### config.mk
export PLATFORM = sky130hd
export DESIGN_NAME = instruction_fetch
export DESIGN_NICKNAME = d
export VERILOG_FILES = /design/src/rtl/instruction_fetch_pkg.sv /design/src/rtl/instruction_fetch.sv
export SDC_FILE = /design/constraint.sdc
export NUM_CORES = 1
export LEC_CHECK = 0
export ABC_AREA = 0
export CAP_MARGIN = 0
export CELL_PAD_IN_SITES_DETAIL_PLACEMENT = 1
export CELL_PAD_IN_SITES_GLOBAL_PLACEMENT = 2
export CORE_MARGIN = 5
export CORE_UTILIZATION = 33
export DETAILED_ROUTE_END_ITERATION = 10
export PLACE_DENSITY = 0.76
export REMOVE_ABC_BUFFERS = 1
export SYNTH_ARGS = -nofsm -noshare
export SYNTH_HDL_FRONTEND = slang
export SYNTH_SLANG_ARGS = --single-unit
### constraint.sdc
create_clock -name clock -period 2.77 [get_ports clock]
set_input_delay 0.277 -clock clock [delete_from_list [all_inputs] [get_ports clock]]
set_output_delay 0.277 -clock clock [all_outputs]
set_load 0.01 [all_outputs]
### src/rtl/instruction_fetch_pkg.sv
// Shared types and constants for the fetch stage of the accumulator computer.
package instruction_fetch_pkg;

    localparam int unsigned ADDR_WIDTH_DEFAULT = 14;
    localparam int unsigned MEM_ADDR_WIDTH     = 16;
    localparam int unsigned INSTR_WIDTH        = 16;
    localparam int unsigned BYTE_WIDTH         = 8;
    localparam int unsigned INSTR_BYTES        = 2;

    localparam int unsigned OPCODE_MSB  = 15;
    localparam int unsigned OPCODE_LSB  = 12;
    localparam int unsigned OPERAND_MSB = 11;
    localparam int unsigned OPERAND_LSB = 0;

    typedef enum logic [2:0] {
        IDLE,
        FETCH_HI,
        FETCH_LO,
        WAIT_LO,
        HOLD
    } fetch_state_e;

    typedef struct packed {
        logic [OPCODE_MSB-OPCODE_LSB:0]   opcode;
        logic [OPERAND_MSB-OPERAND_LSB:0] operand;
    } instr_t;

endpackage

### src/rtl/instruction_fetch.sv
// Fetch stage: reads big-endian 16-bit instructions two bytes at a time at the PC
// and offers them to control over a valid/ready handshake; owns the PC and redirects.
module instruction_fetch
    import instruction_fetch_pkg::*;
#(
    parameter int unsigned ADDR_WIDTH = ADDR_WIDTH_DEFAULT,
    parameter int unsigned RESET_PC   = 0
) (
    input  logic                      clock,
    input  logic                      reset_n,
    input  logic                      enable,
    output logic                      mem_read_en,
    output logic [MEM_ADDR_WIDTH-1:0] mem_addr,
    input  logic [BYTE_WIDTH-1:0]     mem_rdata,
    output logic [INSTR_WIDTH-1:0]    instr,
    output logic [MEM_ADDR_WIDTH-1:0] instr_pc,
    output logic                      instr_valid,
    input  logic                      instr_ready,
    input  logic                      redirect_valid,
    input  logic [MEM_ADDR_WIDTH-1:0] redirect_pc,
    output logic                      busy
);

    localparam logic [ADDR_WIDTH-1:0] PC_RESET = ADDR_WIDTH'(RESET_PC) & ~ADDR_WIDTH'(1);

    fetch_state_e                state_q, state_d;
    logic [ADDR_WIDTH-1:0]       pc_q, pc_d;
    logic [BYTE_WIDTH-1:0]       hi_q, hi_d;
    instr_t                      instr_q, instr_d;
    logic [MEM_ADDR_WIDTH-1:0]   instr_pc_q, instr_pc_d;
    logic                        read_en_q, read_en_d;
    logic [MEM_ADDR_WIDTH-1:0]   addr_q, addr_d;
    logic                        valid_q, valid_d;
    logic                        busy_q, busy_d;
    logic [ADDR_WIDTH-1:0]       redirect_target;
    logic                        unused_redirect_bits;

    // Redirect target is forced even and folded into the PC's address space.
    assign redirect_target      = {redirect_pc[ADDR_WIDTH-1:1], 1'b0};
    assign unused_redirect_bits = ^redirect_pc;

    // Next-state, PC, byte assembly and next registered output values.
    always_comb begin
        state_d    = state_q;
        pc_d       = pc_q;
        hi_d       = hi_q;
        instr_d    = instr_q;
        instr_pc_d = instr_pc_q;

        case (state_q)
            IDLE:     if (enable) state_d = FETCH_HI;
            FETCH_HI: state_d = FETCH_LO;
            FETCH_LO: begin
                hi_d    = mem_rdata;
                state_d = WAIT_LO;
            end
            WAIT_LO: begin
                instr_d    = instr_t'({hi_q, mem_rdata});
                instr_pc_d = MEM_ADDR_WIDTH'(pc_q);
                pc_d       = pc_q + ADDR_WIDTH'(INSTR_BYTES);
                state_d    = HOLD;
            end
            HOLD:     if (instr_ready) state_d = enable ? FETCH_HI : IDLE;
            default:  state_d = IDLE;
        endcase

        // Redirect wins over transfer and discards any partially assembled instruction.
        if (redirect_valid) begin
            pc_d       = redirect_target;
            hi_d       = hi_q;
            instr_d    = instr_q;
            instr_pc_d = instr_pc_q;
            state_d    = enable ? FETCH_HI : IDLE;
        end

        read_en_d = (state_d == FETCH_HI) || (state_d == FETCH_LO);
        valid_d   = (state_d == HOLD);
        busy_d    = (state_d != IDLE);
        case (state_d)
            FETCH_HI: addr_d = MEM_ADDR_WIDTH'(pc_d);
            FETCH_LO: addr_d = MEM_ADDR_WIDTH'(pc_d + ADDR_WIDTH'(1));
            default:  addr_d = '0;
        endcase
    end

    always_ff @(posedge clock or negedge reset_n) begin
        if (!reset_n) begin
            state_q    <= IDLE;
            pc_q       <= PC_RESET;
            hi_q       <= '0;
            instr_q    <= '0;
            instr_pc_q <= '0;
            read_en_q  <= 1'b0;
            addr_q     <= '0;
            valid_q    <= 1'b0;
            busy_q     <= 1'b0;
        end else begin
            state_q    <= state_d;
            pc_q       <= pc_d;
            hi_q       <= hi_d;
            instr_q    <= instr_d;
            instr_pc_q <= instr_pc_d;
            read_en_q  <= read_en_d;
            addr_q     <= addr_d;
            valid_q    <= valid_d;
            busy_q     <= busy_d;
        end
    end

    assign mem_read_en = read_en_q;
    assign mem_addr    = addr_q;
    assign instr       = instr_q;
    assign instr_pc    = instr_pc_q;
    assign instr_valid = valid_q;
    assign busy        = busy_q;

endmodule

[Word level (Yosys, flattened, before mapping)]
Index checks and enable logic that the tools add are counted.
Operators by class
  add/sub/neg operators: 2
  multiply operators: 0
  divide/modulo/power cells: 0
  magnitude comparators: 0
  equal/unequal tests: 7
  shift-type cells: 0
  muxes and demuxes: 8
  bitwise operators: 1
  reduce and logical (&&, ||, !) cells: 5
Operators by type and width (count)
  one-hot mux 15 bit (2 select lines): 1
  2-to-1 mux 14 bit: 2
  adder 14 x 1 -> 15 bit (second input constant): 1
  one-hot mux 3 bit (5 select lines): 1
  adder 14 x 2 -> 14 bit (second input constant): 1
  == test 3 x 2 -> 1 bit (second input constant): 3
  2-to-1 mux 3 bit: 3
  == test 3 x 1 -> 1 bit (second input constant): 2
  == test 3 bit (second input constant): 2
  AND reduction 2 bit: 2
  logical NOT 3 bit: 1
  nonzero test 3 bit: 1
  logical OR 1 bit: 1
  2-to-1 mux 1 bit: 1
  inverter 1 bit: 1
Word-level totals
  register bits: 74
  latch bits: 0
  RAM bits: 0
  memory bits (read-only): 0
  input port bits: 29
  output and inout bits: 51
  memories: 0

[Depth between registers and ports, before layout]
Gate-level depths: netlist of the first run.
  depth after elaboration: 6
  gate-level depth with buffers: 11

[Worst setup path after synthesis of the first run]
OpenSTA, ideal clock, no wires.
  path kind: in2reg
  from: input port redirect_valid
  to: register addr_q[12], in the netlist mem_addr[12]
  setup time: 0.131 ns
  arrival: 2.573 ns
  path slack: 0.067 ns
  cell stages on the path: 11
  cells stage by stage: buf_2 buf_2 buf_2 clkbuf_1 nand2_1 o21ai_0 ha_1 or3b_1 nor3_1 and3_1 o211ai_1
On the way
  longest elaborated chain between the ends: 3
  elaborated cells on any way between the ends: 6
  those cells by class: add/sub: 1; eq/ne: 2; mux: 3
Ends and longest elaborated chain
  start: declaration: line instruction_fetch.sv:19  | input logic redirect_valid,
  2-to-1 mux 14 bit: line instruction_fetch.sv:68  | if (redirect_valid) begin
  via pc_d[1]: line instruction_fetch.sv:27  | logic [ADDR_WIDTH-1:0] pc_q, pc_d;
  adder 14 x 1 -> 15 bit: line instruction_fetch.sv:81  | FETCH_LO: addr_d = MEM_ADDR_WIDTH'(pc_d + ADDR_WIDTH'(1));
  one-hot mux 15 bit (2 select lines): line instruction_fetch.sv:79  | case (state_d)
  via addr_d[12]: line instruction_fetch.sv:32  | logic [MEM_ADDR_WIDTH-1:0] addr_q, addr_d;
  end signal: assignment: line instruction_fetch.sv:104  | addr_q <= addr_d;
  end: declaration: line instruction_fetch.sv:32
The timed path passes the listed nets, and every way through them passes these cells.
A chain may end at the register's enable or synchronous reset.

[Worst setup path after layout of the first run]
  from: register pc_q[1]
  to: register addr_q[12], in the netlist mem_addr[12]
On the way
  longest elaborated chain between the ends: 5
Ends and longest elaborated chain
  start: declaration: line instruction_fetch.sv:27
  start signal: assignment: line instruction_fetch.sv:99  | pc_q <= pc_d;
  adder 14 x 2 -> 14 bit: line instruction_fetch.sv:60  | pc_d = pc_q + ADDR_WIDTH'(INSTR_BYTES);
  2-to-1 mux 14 bit *: line instruction_fetch.sv:50  | case (state_q)
  2-to-1 mux 14 bit *: line instruction_fetch.sv:68
  adder 14 x 1 -> 15 bit: line instruction_fetch.sv:81
  one-hot mux 15 bit (2 select lines) *: line instruction_fetch.sv:79
  via addr_d[12]: line instruction_fetch.sv:32
The timed path passes the listed nets; every way through them passes the cells marked *.

==> metrics.md, run 1 <==
| Metric | Value |
|---|---|
| Synth cell types | `61` |
| Post-route ant nets | `0` |
| Clock Skew | `4.57 ps` |
| Power, Total | `around 4.3 mW` |
| Vias in the first global route | `3012` |
| Seq/Total Area, Yosys | `approximately half` |
| Violated checks | `negative hold slack` |
| Met3 GRT Util | `3.03%` |
| I/O Buffers | `73` |
| Post-CTS Resized | `0` |
| Met1 GRT Util | `between 10% and 20%` |
| Worst EP arrival | `2710 ps` |
| CP max stage cell | `a2111oi_4` |
| Post-synth top flop | `dfrtp_1` |
| Mean Syn Cell Area | `11.9 um^2` |
| Vias/cell | `5.15` |
| Place WS | `149 ps` |
| Cts hold-fix bufs | `0` |
| Post-DP Area | `around 4700 um^2` |
| Synthesis Warnings | `0` |
| Crit start category | `register` |
| GRT Total Usage | `between 10% and 20%` |
| Cell count after synthesis | `~310` |
| Area leader, netlist | `dfrtp_1` |
| Post-CTS setup buffer count | `0` |
| Seq cells post-synth | `between 70 and 80` |
| Sw frac | `29.1%` |
| DRC Markers | `0` |
| Die X | `~120 um` |
| Via Count | `2786` |
| Max_cap viols | `0` |
| Layout area overhead | `34.9%` |
| Post-synth EDFFs | `0` |
| Global-route wire length before repair | `between 15000 and 20000 um` |
| Sequential power share | `37.0%` |
| Fin nets | `427` |
| CTS Buf Count | `9` |
| Sum Neg Setup Slack | `0 ps` |
| Reg clk slew, reported paths | `60 ps` |
| Root Driver | `clkbuf_16` |
| Min Tclk post-route | `2510 ps` |
| Synth top area share | `49.2%` |
| # rows | `38` |
| H-tree lvl count | `3` |
| Psw | `1.26 mW` |
| Least-Margin Pin Slew | `about 720 ps` |
| Internal power | `between 3 and 4 mW` |
| Clk_lat worst skew | `about 330 ps` |
| Pins Over Slew Limit | `0` |
| Final hold viol count | `9` |
| # clock sinks | `73` |
| Cell mode on critical path | `a2111oi_4` |
| Fmax | `between 300 and 400 MHz` |
| Die Height | `about 120 um` |
| Hold Path Class | `in2async` |
| Hpwl dp | `7070 um` |
| DRT iter0 DRCs | `125` |
| Synthesized cell area | `between 3000 and 4000 um^2` |
| Fin crit share | `90.7%` |
| Largest stage delay on the critical path | `540 ps` |
| Met2 Track Usage GR | `25.0%` |
| Initial core utilization | `33.9%` |
| Placer Congestion | `between 0.8 and 0.9` |
| Crit Path Class | `reg2reg` |
| Pwr/cell area | `861 nW/um^2` |
| Die Area | `approximately 13000 um^2` |
| Busiest grt layer | `met2` |
| Clk pwr share | `29.6%` |
| Peak VDD IR | `402 uV` |
| CTS max path bufs | `2` |
| Crit path cell chain | `ha_1 > nand2_1 > nor4_1 > a2111oi_4 > a2111oi_4 > and3_1 > o211ai_1` |
| Count leader, synth | `dfrtp_1` |
| Worst Setup End Kind | `register` |
| Post-layout instance area | `5010 um^2` |
| Util after Layout | `45.8%` |
| CP Data Required Time | `between 2000 and 3000 ps` |
| PnR worst setup slack | `256 ps` |
| Antenna cells | `0` |
| Initial antenna violation count | `0` |
| CP Max Fanout | `7` |
| Core region area | `10900 um^2` |
| IO Pins | `80` |
| Total grt overflow | `0` |
| Setup violators final | `0` |
| Leak pwr | `2.06 nW` |
| First-pass DRT Iterations | `4` |
| RSZ-0062 raised after global routing | `false` |
| Routed len/inst | `17.9 um` |
| Largest net degree at the start of global routing | `45` |
| Share of cells above drive strength 1 | `24.4%` |
| WHS | `-3.08 ps` |
| Ys async rst share | `100%` |
| Commonest cells in the netlist | `73 x dfrtp_1, 40 x mux2_2, 23 x nand2_1` |
| Synth top area cells | `dfrtp_1 49%, mux2_2 12%, nand2_1 2.3%` |
| Logic gate share of total power | `33.4%` |
| Layout fillers | `around 1.2k` |
| Rel. slew slack | `51.7%` |
| Detailed Route WL | `9670 um` |
| Status | `finished, violations left` |
| CTS tree | `yes` |
[cell usage in the layout (no fill, tap or decap), types with 7 or more instances in the layout]
cell,n
clkdlybuf4s50_1,72
mux2_2,40
inv_1,7
clkbuf_16,9
buf_4,17
nand2_1,23
o21ai_0,8
nand3_1,7
nand4_1,7
dfrtp_1,73
xnor2_1,9
nor2_1,13
[per-stage QoR]
stage / hold WS (ps) / instances
2_1_floorplan: -18.6 / 292
3_3_place_gp: 375 / 525
3_5_place_dp: 386 / 525
4_1_cts: 22.7 / 541
5_1_grt: 57.1 / 541
6_report: -3.08 / 541
[critical path, delay by kind of cell, from the launching register on]
kind                       cells  cell delay (ps)
AOI/OAI and AO/OA              3              760
adders and majority gates      1              320
DFF                            1              350
and+or+nand+nor                3              940
[kinds of logic (layout without fill, tap and decap cells)]
family,after synthesis,count (layout),synth area share [%]
AND/OR/NAND/NOR,102,102,17.8
flip-flops,73,73,49.2
AO/OA/AOI/OAI,49,49,11.5
multiplexers,43,43,13.4
buffers and inverters,28,116,4.25
XOR/XNOR,13,13,3.07
adder cells (fa/ha/maj),2,2,0.674
other,1,3,0.101
[power groups by stage]
stage,clock (mW),combinational [mW],sequential (mW)
finish,1.28,1.44,1.60
global route,1.36,1.55,1.64
CTS,1.31,1.48,1.60
detailed placement,0,1.46,1.62
global placement,0,1.43,1.59
floorplan,0,0.527,1.73
[final timing paths]
path	from	end	slack, ps	depth (start not counted)
max in group asynchronous	reset_n	instr_pc[6]$_DFFE_PN0P_	2100	2
max reg2reg	pc_q[1]$_DFF_PN0_	mem_addr[12]$_DFF_PN0_	260	7
min reg2reg	hi_q[5]$_DFFE_PN0P_	instr[13]$_DFFE_PN0P_	500	1
max	pc_q[1]$_DFF_PN0_	mem_addr[12]$_DFF_PN0_	260	7
min	reset_n	instr[7]$_DFFE_PN0P_	-3	1
min in group clock	hi_q[5]$_DFFE_PN0P_	instr[13]$_DFFE_PN0P_	500	1
[routing by layer]
| metal | share of wire, % | up-vias |
|---|---|---|
| met1 | 45 | 1401 |
| li1 | - | 1302 |
| met4 | 1.6 | 0 |
| met5 | 0 | - |
| met3 | 5.3 | 13 |
| met2 | 48 | 70 |
[area by class of cell]
cell class                 instances  area (um^2)  area share [%]
clock buffer                      10          239            4.77
clock inverter                     6         90.1            1.80
inverter                           7         26.3           0.525
multi-input combinational        212         1740            34.7
sequential                        73         1830            36.5
tap                              140          175            3.50
timing repair buffer              93          913            18.2
[flip-flops by register name, indices dropped and copies added (netlist names)]
signal / cells
pc_q: 14
state_q: 3
instr_valid: 1
instr_pc: 14
mem_addr: 15
busy: 1
mem_read_en: 1
hi_q: 8
instr: 16
Power figures use the tool's default switching activity.
==> run 2: changes to the inputs <==
==> constraint.sdc (replaced) <==
create_clock -name clock -period 2.77 [get_ports clock]
set_input_delay 0.554 -clock clock [delete_from_list [all_inputs] [get_ports clock]]
set_output_delay 0.554 -clock clock [all_outputs]
set_load 0.01 [all_outputs]
==> metrics.md, run 2 (same netlist as run 1, synthesis figures left out) <==
| Metric | Value |
|---|---|
| H-tree lvl count | `3 (unchanged)` |
| Post-route ant nets | `0 (unchanged)` |
| Max_cap viols | `0 (unchanged)` |
| Vias in the first global route | `2968 (-1.5%)` |
| Most frequent cells in the layout | `73 x dfrtp_1, 72 x clkdlybuf4s50_1, 40 x mux2_2` |
| Commonest non-fill, non-tap cell in the layout | `dfrtp_1` |
| Logic gate share of total power | `34.5% (+1.1 points)` |
| Clk_lat worst skew | `330 ps (about the same)` |
| Final hold viol count | `0 (-9)` |
| Pins Over Slew Limit | `0 (unchanged)` |
| Initial core utilization | `33.9% (unchanged)` |
| Leak pwr | `2.10 nW (+1.9%)` |
| Crit start category | `input pin` |
| Sum Neg Setup Slack | `0 ps (unchanged)` |
| Critical Path Source | `redirect_valid` |
| Reg2reg path depth | `8 (+1)` |
| Global-route wire length before repair | `15700 um (+1.3%)` |
| WHS | `257 ps (+260 ps)` |
| Core region area | `10900 um^2 (unchanged)` |
| Sequential power share | `37.6% (+0.6 points)` |
| Setup violators final | `0 (unchanged)` |
| Largest stage delay on the critical path | `570 ps (+30 ps)` |
| First-pass DRT Iterations | `4 (unchanged)` |
| CTS tree | `yes` |
| Fin cells | `550 (+1.7%)` |
| Routed len/inst | `17.5 um (-1.9%)` |
| Least-Margin Pin Slew | `653 ps (-71.9 ps)` |
| Place WS | `-12.3 ps (-162 ps)` |
| Crit Path Class | `in2reg` |
| Sw frac | `29.1% (about the same)` |
| Root Driver | `clkbuf_16` |
| Cts hold-fix bufs | `0 (unchanged)` |
| Layout area overhead | `36.3%` |
| Clk pwr share | `27.9% (-1.7 points)` |
| DRC Markers | `0 (unchanged)` |
| Reg clk slew, reported paths | `60 ps (about the same)` |
| GRT Total Usage | `15.1% (+0.15 points)` |
| Post-CTS Resized | `0 (unchanged)` |
| PnR worst setup slack | `338 ps (+81.4 ps)` |
| Antenna cells | `0 (unchanged)` |
| Peak VDD IR | `367 uV (-8.8%)` |
| Rel. slew slack | `56.5% (+4.8 points)` |
| RR Startpoint | `state_q[2]$_DFF_PN0_` |
| Die Area | `13500 um^2 (unchanged)` |
| Fmax | `411 MHz (+3.3%)` |
| Post-CTS setup buffer count | `0 (unchanged)` |
| # rows | `38 (unchanged)` |
| Hold Path Class | `in2async` |
| Internal power | `3.00 mW (-2.0%)` |
| R2R Setup Slk | `440 ps (+180 ps)` |
| Total grt overflow | `0 (unchanged)` |
| Clock Skew | `9.77 ps (+5.20 ps)` |
| CP Data Required Time | `2980 ps (about the same)` |
| Fin crit share | `87.8% (-2.9 points)` |
| CP Max Fanout | `8 (+1)` |
| Via Count | `2774 (-0.43%)` |
| I/O Buffers | `73 (unchanged)` |
| CTS max path bufs | `2 (unchanged)` |
| RSZ-0062 raised after global routing | `false` |
| Status | `completed` |
| Min Tclk post-route | `2430 ps (-81.4 ps)` |
| IO Pins | `80 (unchanged)` |
| # clock sinks | `73 (unchanged)` |
| Pwr/cell area | `836 nW/um^2 (-3.0%)` |
| CTS Buf Count | `9 (unchanged)` |
| Reg2reg end | `mem_addr[12]$_DFF_PN0_` |
| Die Height | `116 um (unchanged)` |
| Hpwl dp | `7230 um (+2.2%)` |
| Worst EP arrival | `2640 ps (-70 ps)` |
| Cell mode on critical path | `buf_4` |
| Share of cells above drive strength 1 | `26.1% (+1.7 points)` |
| Max FFs per register | `16 (unchanged)` |
| Worst Setup End Kind | `register` |
| Initial antenna violation count | `0 (unchanged)` |
| Detailed Route WL | `9640 um (-0.22%)` |
| Vias/cell | `5.04 (-2.1%)` |
| Psw | `1.23 mW (-2.1%)` |
| CP max stage cell | `clkdlybuf4s50_1` |
| Largest net degree at the start of global routing | `50 (+11%)` |
| Fin nets | `437 (+2.3%)` |
| DRT iter0 DRCs | `92 (-26%)` |
| Placer Congestion | `0.799 (-5.7%)` |
| Util after Layout | `46.2% (+0.46 points)` |
| Dpl cells | `535 (+1.9%)` |
| Crit path cell chain | `clkdlybuf4s50_1 > buf_4 > nor2_1 > mux2i_4 > o311ai_4 > nor4_4 > buf_4 > o21ai_1 > mux2_4` |
| Die X | `116 um (unchanged)` |
run 2: worst max-delay path: cells and delay by family:
kind / cells / cell delay (ps)
multiplexers: 2 / 460
AO/OA/AOI/OAI: 2 / 250
buffers and inverters: 3 / 980
AND/OR/NAND/NOR: 2 / 390
run 2: worst max path at each step:
stage                                  end  slack [ps]  depth (start not counted)
floorplan           mem_addr[12]$_DFF_PN0_         170                          8
global placement    mem_addr[12]$_DFF_PN0_         -20                          9
detailed placement  mem_addr[10]$_DFF_PN0_         -10                          9
CTS                 mem_addr[12]$_DFF_PN0_         320                          9
global route        mem_addr[12]$_DFF_PN0_         190                          9
finish               mem_addr[7]$_DFF_PN0_         340                          9
run 2: area by class of cell:
class / instances / area (um^2)
repair buffers: 103 / 988
clock buffers: 11 / 253
flip-flops and latches: 73 / 1830
multi-input cells: 212 / 1740
fillers: 1168 / 5880
inverters: 7 / 26.3
clock inverters: 4 / 51.3
well taps: 140 / 175
run 2: power by group through the flow:
stage / Combinational [mW] / Clock, mW / Sequential [mW]
after global placement: 1.44 / 0 / 1.59
after floorplan: 0.527 / 0 / 1.73
final: 1.46 / 1.18 / 1.59
after detailed placement: 1.48 / 0 / 1.62
after global routing: 1.57 / 1.26 / 1.64
after CTS: 1.48 / 1.22 / 1.60
run 2: stage by stage:
stage          total power [mW]  instance area [um^2]
3_5_place_dp               3.09                  4750
5_1_grt                    4.48                  5060
6_report                   4.23                  5060
4_1_cts                    4.30                  5060
3_3_place_gp               3.04                  4750
2_1_floorplan              2.25                  3590
run 2: routing by layer:
layer / track usage [%] / wire length (um) / vias up
met5: 0 / 0 / -
met4: 4.64 / 83 / 0
met3: 2.56 / 453 / 8
met2: 24.7 / 4620 / 60
met1: 20.6 / 4480 / 1392
li1: - / - / 1314
==> run 3: changes to the inputs <==
- MAX_ROUTING_LAYER: unset -> met4
==> metrics.md, run 3 (same netlist as run 1, synthesis figures left out) <==
| Metric | Value |
|---|---|
| Vias in the first global route | `2973 (+0.17%)` |
| # rows | `38 (unchanged)` |
| IO Pins | `80 (unchanged)` |
| Antenna cells | `0 (unchanged)` |
| I/O Buffers | `73 (unchanged)` |
| CTS Buf Count | `9 (unchanged)` |
| Die X | `116 um (unchanged)` |
| Setup violators final | `0 (unchanged)` |
| Crit Path Class | `in2reg` |
| Max_cap viols | `0 (unchanged)` |
| Detailed Route WL | `9690 um (+0.46%)` |
| Via Count | `2787 (+0.47%)` |
| Clock Skew | `11.8 ps (+2.01 ps)` |
| Cts hold-fix bufs | `0 (unchanged)` |
| DRC Markers | `0 (unchanged)` |
| Worst Setup End Kind | `register` |
| Vias/cell | `5.07 (+0.47%)` |
| Least-Margin Pin Slew | `655 ps (+1.94 ps)` |
| GRT Total Usage | `15.6% (+0.47 points)` |
| WHS | `255 ps (-1.67 ps)` |
| # clock sinks | `73 (unchanged)` |
| Worst EP arrival | `2640 ps (about the same)` |
| CP max stage cell | `clkdlybuf4s50_1` |
| Post-DP Area | `4750 um^2 (unchanged)` |
| Final hold viol count | `0 (unchanged)` |
| Status | `completed` |
| Peak VDD IR | `367 uV (about the same)` |
| DRT iter0 DRCs | `85 (-7.6%)` |
| First-pass DRT Iterations | `4 (unchanged)` |
| Fin crit share | `87.6% (-0.19 points)` |
| Bufs and invs on worst path | `3 (unchanged)` |
| Largest stage delay on the critical path | `570 ps (about the same)` |
| Most frequent cells in the layout | `73 x dfrtp_1, 72 x clkdlybuf4s50_1, 40 x mux2_2` |
| Share of cells above drive strength 1 | `26.1% (unchanged)` |
| H-tree lvl count | `3 (unchanged)` |
| Post-route ant nets | `0 (unchanged)` |
| Core region area | `10900 um^2 (unchanged)` |
| Layout area overhead | `36.3% (unchanged)` |
| Clk_lat worst skew | `330 ps (about the same)` |
| CTS max path bufs | `2 (unchanged)` |
| Die Height | `116 um (unchanged)` |
| Fmax | `412 MHz (+0.22%)` |
| Largest net degree at the start of global routing | `50 (unchanged)` |
| CP Max Fanout | `8 (unchanged)` |
| CP Data Required Time | `2980 ps (about the same)` |
| Die Area | `13500 um^2 (unchanged)` |
| RSZ-0062 raised after global routing | `false` |
| Pwr/cell area | `836 nW/um^2 (about the same)` |
| Placer Congestion | `0.810 (+1.4%)` |
| Fin nets | `437 (unchanged)` |
| CTS tree | `yes` |
| Initial antenna violation count | `0 (unchanged)` |
| Root Driver | `clkbuf_16` |
| Min Tclk post-route | `2430 ps (-5.23 ps)` |
| Hold Path Class | `in2async` |
| Commonest non-fill, non-tap cell in the layout | `dfrtp_1` |
| Reg clk slew, reported paths | `60 ps (about the same)` |
| Cell mode on critical path | `buf_4` |
| Total grt overflow | `0 (unchanged)` |
| Crit path cell chain | `clkdlybuf4s50_1 > buf_4 > nor2_1 > mux2i_4 > o311ai_4 > nor4_4 > buf_4 > o21ai_1 > mux2_4` |
| Leak pwr | `2.10 nW (unchanged)` |
| Critical path's top delay family | `buffers and inverters` |
| Post-layout instance area | `5060 um^2 (unchanged)` |
| Post-CTS setup buffer count | `0 (unchanged)` |
| Global-route wire length before repair | `15700 um (about the same)` |
| Rel. slew slack | `56.3% (-0.13 points)` |
| Hpwl dp | `7230 um (unchanged)` |
| Post-CTS Resized | `0 (unchanged)` |
| Pins Over Slew Limit | `0 (unchanged)` |
| Max FFs per register | `16 (unchanged)` |
| Initial core utilization | `33.9% (unchanged)` |
| Routed len/inst | `17.6 um (+0.46%)` |
| Crit start category | `input pin` |
-- run 3: cell counts in the layout (fill, tap and decap cells not counted) --
Identical to the previous run, type by type.
-- run 3: per-stage QoR --
stage                     setup WS (ps)  TNS, ps  cells  util (%)  power [mW]
after floorplan                     173        0    292         -        2.25
after global placement            -21.6    -35.3    535      43.5        3.04
after detailed placement          -12.3    -12.3    535      43.5        3.09
after CTS                           323        0    550      46.2        4.30
after global routing                193        0    550      46.2        4.48
final                               343        0    550      46.2        4.23
-- run 3: area by class of cell --
| type | count | area [um^2] |
|---|---|---|
| clock inverter | 4 | 51.3 |
| multi-input combinational | 212 | 1740 |
| sequential | 73 | 1830 |
| clock buffer | 11 | 253 |
| inverter | 7 | 26.3 |
| tap | 140 | 175 |
| fill | 1168 | 5880 |
| timing repair buffer | 103 | 988 |
-- run 3: final timing paths --
path / end / slack (ps) / depth (start not counted) / from
min in group clock: instr[15]$_DFFE_PN0P_ / 500 / 1 / hi_q[7]$_DFFE_PN0P_
max in group asynchronous: instr[13]$_DFFE_PN0P_ / 1840 / 2 / reset_n
setup reg to reg: mem_addr[10]$_DFF_PN0_ / 440 / 9 / state_q[2]$_DFF_PN0_
hold / removal: instr_pc[3]$_DFFE_PN0P_ / 260 / 1 / reset_n
setup / recovery: mem_addr[7]$_DFF_PN0_ / 340 / 9 / redirect_valid
hold reg to reg: instr[15]$_DFFE_PN0P_ / 500 / 1 / hi_q[7]$_DFFE_PN0P_
-- run 3: power breakdown --
| part | switching (mW) | internal [mW] | leakage [nW] |
|---|---|---|---|
| Clock | 0.438 | 0.743 | 0.148 |
| Combinational | 0.611 | 0.847 | 1.06 |
| Sequential | 0.184 | 1.41 | 0.897 |
| Total | 1.23 | 3.00 | 2.10 |
-- run 3: routing by layer --
layer	vias to the layer above	wire, um	part of all wire (%)	global-route usage (%)
met4	0	87	0.90	4.64
met1	1407	4530	47	20.7
met3	7	400	4.1	2.51
li1	1315	-	-	-
met2	58	4670	48	24.7
met5	-	0	0	-
